### config.mk
export PLATFORM = sky130hd
export DESIGN_NAME = mips_fetch_unit_flat
export DESIGN_NICKNAME = d
export VERILOG_FILES = /design/src/rtl/mips_fetch_unit_if.sv /design/src/rtl/mips_fetch_unit.sv /design/src/flat_wrapper.sv
export SDC_FILE = /design/constraint.sdc
export NUM_CORES = 1
export LEC_CHECK = 0
export BUFFER_PORTS_ARGS = -buffer_cell sky130_fd_sc_hd__buf_2
export CORE_UTILIZATION = 55
export DETAILED_ROUTE_END_ITERATION = 7
export PLACE_DENSITY = 0.87
export REMOVE_ABC_BUFFERS = 1
export SETUP_SLACK_MARGIN = 0.2
export SLEW_MARGIN = 20
export SYNTH_ARGS = -nofsm -noshare
export SYNTH_HDL_FRONTEND = slang
export SYNTH_SLANG_ARGS = --single-unit
### constraint.sdc
create_clock -name clk -period 6.8 [get_ports clk]
set_clock_uncertainty 0.05 [all_clocks]
set_input_delay 0 -clock clk [delete_from_list [all_inputs] [get_ports clk]]
set_output_delay 0 -clock clk [all_outputs]
set_load 0.01 [all_outputs]
### src/rtl/mips_fetch_unit_if.sv
// +----------------------------------------------------------------------------+
// | Module  : mips_fetch_unit_if                                               |
// | Desc    : Instruction-memory request/ready bus of the MIPS fetch stage.    |
// | Rev     : 1.0  initial release                                             |
// +----------------------------------------------------------------------------+
`default_nettype none

interface mips_fetch_unit_if;
  logic        imem_req;
  logic [31:0] imem_addr;
  logic        imem_ready;
  logic [31:0] imem_rdata;

  modport master (
    output imem_req,
    output imem_addr,
    input  imem_ready,
    input  imem_rdata
  );

  modport slave (
    input  imem_req,
    input  imem_addr,
    output imem_ready,
    output imem_rdata
  );
endinterface

`default_nettype wire

### src/rtl/mips_fetch_unit.sv
// +----------------------------------------------------------------------------+
// | Module  : mips_fetch_unit                                                  |
// | Desc    : PC holder and 2-state fetch/exec sequencer feeding decode.       |
// |           Optional macro FETCH_JR_EN adds a register-indirect jump (jr).   |
// | Rev     : 1.0  initial release                                             |
// +----------------------------------------------------------------------------+
`default_nettype none

module mips_fetch_unit #(
  parameter logic [31:0] RESET_PC = 32'h0000_0000
) (
  input  wire logic               clk,
  input  wire logic               reset,
  mips_fetch_unit_if.master       imem,
  output logic [31:0]             instr,
  output logic                    instr_valid,
  output logic [31:0]             pc,
  output logic [31:0]             pcplus4,
  input  wire logic               retire,
  input  wire logic               branch,
  input  wire logic               branchne,
  input  wire logic               zero,
  input  wire logic               jump,
  input  wire logic [31:0]        signimm,
`ifdef FETCH_JR_EN
  input  wire logic               jr,
  input  wire logic [31:0]        jr_target,
`endif
  output logic [31:0]             icount
);

  typedef enum logic [0:0] {
    S_FETCH = 1'b0,
    S_EXEC  = 1'b1
  } state_t;

  state_t      state_q;
  logic [31:0] pc_q;
  logic [31:0] instr_q;
  logic [31:0] icount_q;
  logic        valid_q;
  logic        req_q;

  logic        taken;
  logic [31:0] pcplus4_w;
  logic [31:0] branch_tgt;
  logic [31:0] jump_tgt;
  logic [31:0] pc_d;

  assign pcplus4_w  = pc_q + 32'd4;
  assign taken      = (branch & zero) | (branchne & ~zero);
  assign branch_tgt = pcplus4_w + {signimm[29:0], 2'b00};
  assign jump_tgt   = {pcplus4_w[31:28], instr_q[25:0], 2'b00};

  // Priority: jr (optional) > jump > taken branch > sequential.
  always_comb begin
    pc_d = pcplus4_w;
    if (jump) begin
      pc_d = jump_tgt;
    end else if (taken) begin
      pc_d = branch_tgt;
    end
`ifdef FETCH_JR_EN
    if (jr) begin
      pc_d = {jr_target[31:2], 2'b00};
    end
`endif
  end

`ifdef FETCH_JR_EN
  logic unused_bits;
  assign unused_bits = ^{signimm[31:30], jr_target[1:0]};
`else
  logic unused_bits;
  assign unused_bits = ^signimm[31:30];
`endif

  always_ff @(posedge clk) begin
    if (reset) begin
      state_q  <= S_FETCH;
      pc_q     <= RESET_PC;
      instr_q  <= 32'd0;
      icount_q <= 32'd0;
      valid_q  <= 1'b0;
      req_q    <= 1'b1;
    end else begin
      case (state_q)
        S_FETCH: begin
          if (imem.imem_ready) begin
            instr_q <= imem.imem_rdata;
            valid_q <= 1'b1;
            req_q   <= 1'b0;
            state_q <= S_EXEC;
          end
        end
        S_EXEC: begin
          if (retire) begin
            pc_q     <= pc_d;
            icount_q <= icount_q + 32'd1;
            valid_q  <= 1'b0;
            req_q    <= 1'b1;
            state_q  <= S_FETCH;
          end
        end
        default: begin
          state_q <= S_FETCH;
          valid_q <= 1'b0;
          req_q   <= 1'b1;
        end
      endcase
    end
  end

  // Request is forced low combinationally so it never escapes during reset.
  assign imem.imem_req  = req_q & ~reset;
  assign imem.imem_addr = pc_q;
  assign instr          = instr_q;
  assign instr_valid    = valid_q;
  assign pc             = pc_q;
  assign pcplus4        = pcplus4_w;
  assign icount         = icount_q;

endmodule

`default_nettype wire

### src/flat_wrapper.sv
// flat-port wrapper written by rule: the top's interface ports become plain ports
module mips_fetch_unit_flat 
#(
  parameter logic [31:0] RESET_PC = 32'h0000_0000
)
  (clk, reset, instr, instr_valid, pc, pcplus4, retire, branch, branchne, zero, jump, signimm, icount, imem_imem_req, imem_imem_addr, imem_imem_ready, imem_imem_rdata);
  mips_fetch_unit_if imem_i ();
  input  wire logic clk;
  input  wire logic reset;
  output logic [31:0] instr;
  output logic instr_valid;
  output logic [31:0] pc;
  output logic [31:0] pcplus4;
  input  wire logic retire;
  input  wire logic branch;
  input  wire logic branchne;
  input  wire logic zero;
  input  wire logic jump;
  input  wire logic [31:0] signimm;
  output logic [31:0] icount;
  output wire logic [$bits(imem_i.imem_req)-1:0] imem_imem_req;
  output wire logic [$bits(imem_i.imem_addr)-1:0] imem_imem_addr;
  input wire logic [$bits(imem_i.imem_ready)-1:0] imem_imem_ready;
  input wire logic [$bits(imem_i.imem_rdata)-1:0] imem_imem_rdata;
  assign imem_imem_req = imem_i.imem_req;
  assign imem_imem_addr = imem_i.imem_addr;
  assign imem_i.imem_ready = imem_imem_ready;
  assign imem_i.imem_rdata = imem_imem_rdata;
  mips_fetch_unit #(.RESET_PC(RESET_PC)) u_core (.clk(clk), .reset(reset), .imem(imem_i), .instr(instr), .instr_valid(instr_valid), .pc(pc), .pcplus4(pcplus4), .retire(retire), .branch(branch), .branchne(branchne), .zero(zero), .jump(jump), .signimm(signimm), .icount(icount));
endmodule
==> results.md <==
* CTS tree: built
* Die X at 113 um
* Switching share of power at 0.307
* Area growth syn-to-layout at 23.5%
* Number of CTS-inserted buffers at 9
* Row Count at 40
* Multi-input logic area at 4380 um2
* Post-synthesis sequential area ratio at 0.287
* Final setup viols at 0
* Power share of the combinational group at 0.221
* Layout Nets at 1197
* LEAKAGE at 3.98 nW
* DRT Wirelength at 21.8 mm
* Flops & latches, synth at 97
* Mapped cell area at 6760 um2
* RSZ-0062 raised after global routing: false
* Synth warn at 0
* Max-slew violations at 0
* Sequential power share at 0.427
* First-pass GRT wire length at 34.0 mm
* # DRC at 0
* WL met2 at 10.6 mm
* Clock sinks at 97
* Arr. time, crit path at 4240 ps
* DR pass1 iterations at 5
* Share of total power in the clock network at 0.352
* Finished Core Util at 0.695
* Gr usage total at 0.337
* Status: finished, final reports clean
* WL met3 at 2.04 mm
* Setup crit end kind: register
* Post-DR wirelength/cell at 17.6 um
* # Post-CTS Setup Buffers at 0
* Min Tclk post-route at 4090 ps
* FF+latch area at 1940 um2
* Startpoint Class: register
* Worst skew pair latency at 340 ps
* Metal1 wirelength at 8.20 mm
* Switching Power at 0.446 mW
* Initial antenna violation count at 1
* Core area at 12000 um2
* WHS at 52.6 ps
* Post-synthesis async set-or-reset flop share at 0
* PortBufs at 225
* CTS clk-pin slew, worst paths at 70 ps
* Synthesized instance count at 880
* Setup_tns at 0 ps
* Max FO, Critical Path at 9
* H-tree Lvls at 3
* DR vias at 7471
* Vias in the first global route at 6910
* Via/cell ratio at 6.03
* Slew HR at 0.328
* DP HPWL at 15.6 mm
* I/O pins at 234
* Fin cells at 1238
* Setup Crit Path Kind: reg -> reg
* Mapped Avg Cell Area at 7.68 um2
* Crit share post-route at 0.601
* MaxCap Viol Count at 0
* ANT nets after route at 0
* Max Used Layer: met4
* Number of flops mapped to enable cells by yosys at 0
* Pint at 1.01 mW
* CTS Buffer Depth at 2
* Cell Pwr Density at 174 nW/um2
* Clock root cell: clkbuf_16
* Ratio of cells with drive above 1 in the final layout at 0.247
* Cells after DPL at 1190
* Die H at 113 um
* Netlist cell types at 69
* CP Data Required Time at 6950 ps
* Slew @ Worst Pin at 1000 ps
* GRT overflow at 0
* Initial core utilization at 0.563
* Fill count at 995
* GPL Wtd Cong at 1.00
* Max Clk Rate at 245 MHz
* DRT iter0 DRCs at 696
* Antenna cells at 0
* Most used DFF post-synth: dfxtp_1
* Max VDD drop at 178 uV
* Die area at 12700 um2
* CTS resizes at 0
* Fin. Hold Viols at 0
* Hold Path Class: in -> reg
* Largest net degree at the start of global routing at 88
* Power Total at 1.45 mW
[area by class of cell]
| type | count | share of cell area |
|---|---|---|
| multi-input combinational | 701 | 0.524 |
| clock inverter | 6 | 0.00824 |
| timing repair buffer | 264 | 0.180 |
| clock buffer | 9 | 0.0270 |
| tap | 147 | 0.0220 |
| inverter | 14 | 0.00629 |
| sequential | 97 | 0.233 |
[kinds of logic (layout without fill, tap and decap cells)]
group,after synthesis,after routing,synth area share
mux,5,5,0.00759
xor+xnor,74,74,0.0986
buf+inv,87,293,0.0687
compound gates,242,242,0.225
flops,97,97,0.287
simple gates,336,336,0.241
other cells,1,6,0.000555
fa+ha+maj,38,38,0.0714
[power by group through the flow]
stage | clock [mW] | sequential [mW] | combinational (mW)
detailed placement | 0 | 0.631 | 0.297
CTS | 0.514 | 0.618 | 0.314
floorplan | 0 | 0.636 | 0.169
global placement | 0 | 0.630 | 0.293
finish | 0.511 | 0.619 | 0.321
global route | 0.540 | 0.622 | 0.350
[routing by layer]
metal  vias to the layer above  global-route usage
met4                         0               0.168
met2                       455               0.583
li1                       3529                   -
met3                        81              0.0675
met5                         -                   0
met1                      3406               0.398
[registers in the layout, summed over array words and instances (netlist names)]
register               count
u_core.icount             32
u_core.imem.imem_addr     30
u_core.instr              32
u_core.instr_valid         1
u_core.req_q               1
u_core.state_q             1
[layout by cell type, fill, tap and decap left out, types with 10 or more instances in the layout]
cell / netlist / final
o21ai_0: 44 / 44
or3_1: 10 / 10
a21o_1: 18 / 18
ha_1: 37 / 37
dfxtp_1: 97 / 97
nor2_1: 63 / 63
xnor2_1: 42 / 42
nand2_1: 144 / 144
nand3_1: 27 / 27
inv_1: 14 / 14
a21oi_1: 99 / 99
and3_1: 13 / 13
nor3_1: 14 / 14
o21a_1: 10 / 10
xor2_1: 31 / 31
nand4_1: 15 / 15
buf_2: 1 / 225
dlygate4sd3_1: 0 / 33
o211ai_1: 10 / 10
[cell usage after synthesis (7+ instances only)]
library cell	n	area share
dfxtp_1	97	0.29
nand2_1	144	0.080
xnor2_1	42	0.054
inv_1	14	0.0078
and3_1	13	0.012
o21a_1	10	0.011
o21ai_0	44	0.033
a21o_1	18	0.020
nand2b_1	7	0.0065
o211ai_1	10	0.011
nor3_1	14	0.010
nor2_1	63	0.035
or3_1	10	0.0093
buf_4	36	0.040
a21oi_1	99	0.073
and2_1	9	0.0083
nand3_1	27	0.020
nand4_1	15	0.014
xor2_1	31	0.040
clkbuf_1	33	0.018
a211oi_1	7	0.0078
ha_1	37	0.068
[metrics by stage]
stage | setup WS, ps | instance area (um2)
2_1_floorplan | 3240 | 6370
3_3_place_gp | 2980 | 7730
3_5_place_dp | 2870 | 7730
4_1_cts | 2790 | 8350
5_1_grt | 2440 | 8350
6_report | 2710 | 8350
[worst paths after layout]
path | slack (ps) | end | startpoint | depth (start not counted)
hold / removal | 50 | u_core.imem.imem_addr[31] | signimm[29] | 4
setup reg to reg | 2710 | u_core.imem.imem_addr[30] | u_core.imem.imem_addr[4] | 13
hold reg to reg | 400 | u_core.req_q | u_core.req_q | 2
setup / recovery | 2710 | u_core.imem.imem_addr[30] | u_core.imem.imem_addr[4] | 13
[repair_timing]
item,4_1_cts,5_1_grt
endpoints found under the hold margin,33,0
endpoints found under the setup margin,0,0
hold buffers,33,0
[critical path, cell delays in order, from the launching register on]
cell and delay [ps]:
dfxtp_1 500, and3_2 230, nand3_1 300, nor3_1 470, nand3_1 150, xnor2_1 380
ha_1 350, a21oi_1 200, o21ai_0 210, a221oi_1 370, o21ai_0 170, a31oi_1 230
xor2_1 200, o221ai_1 130
No activity file was read; power rests on OpenSTA's default activity.
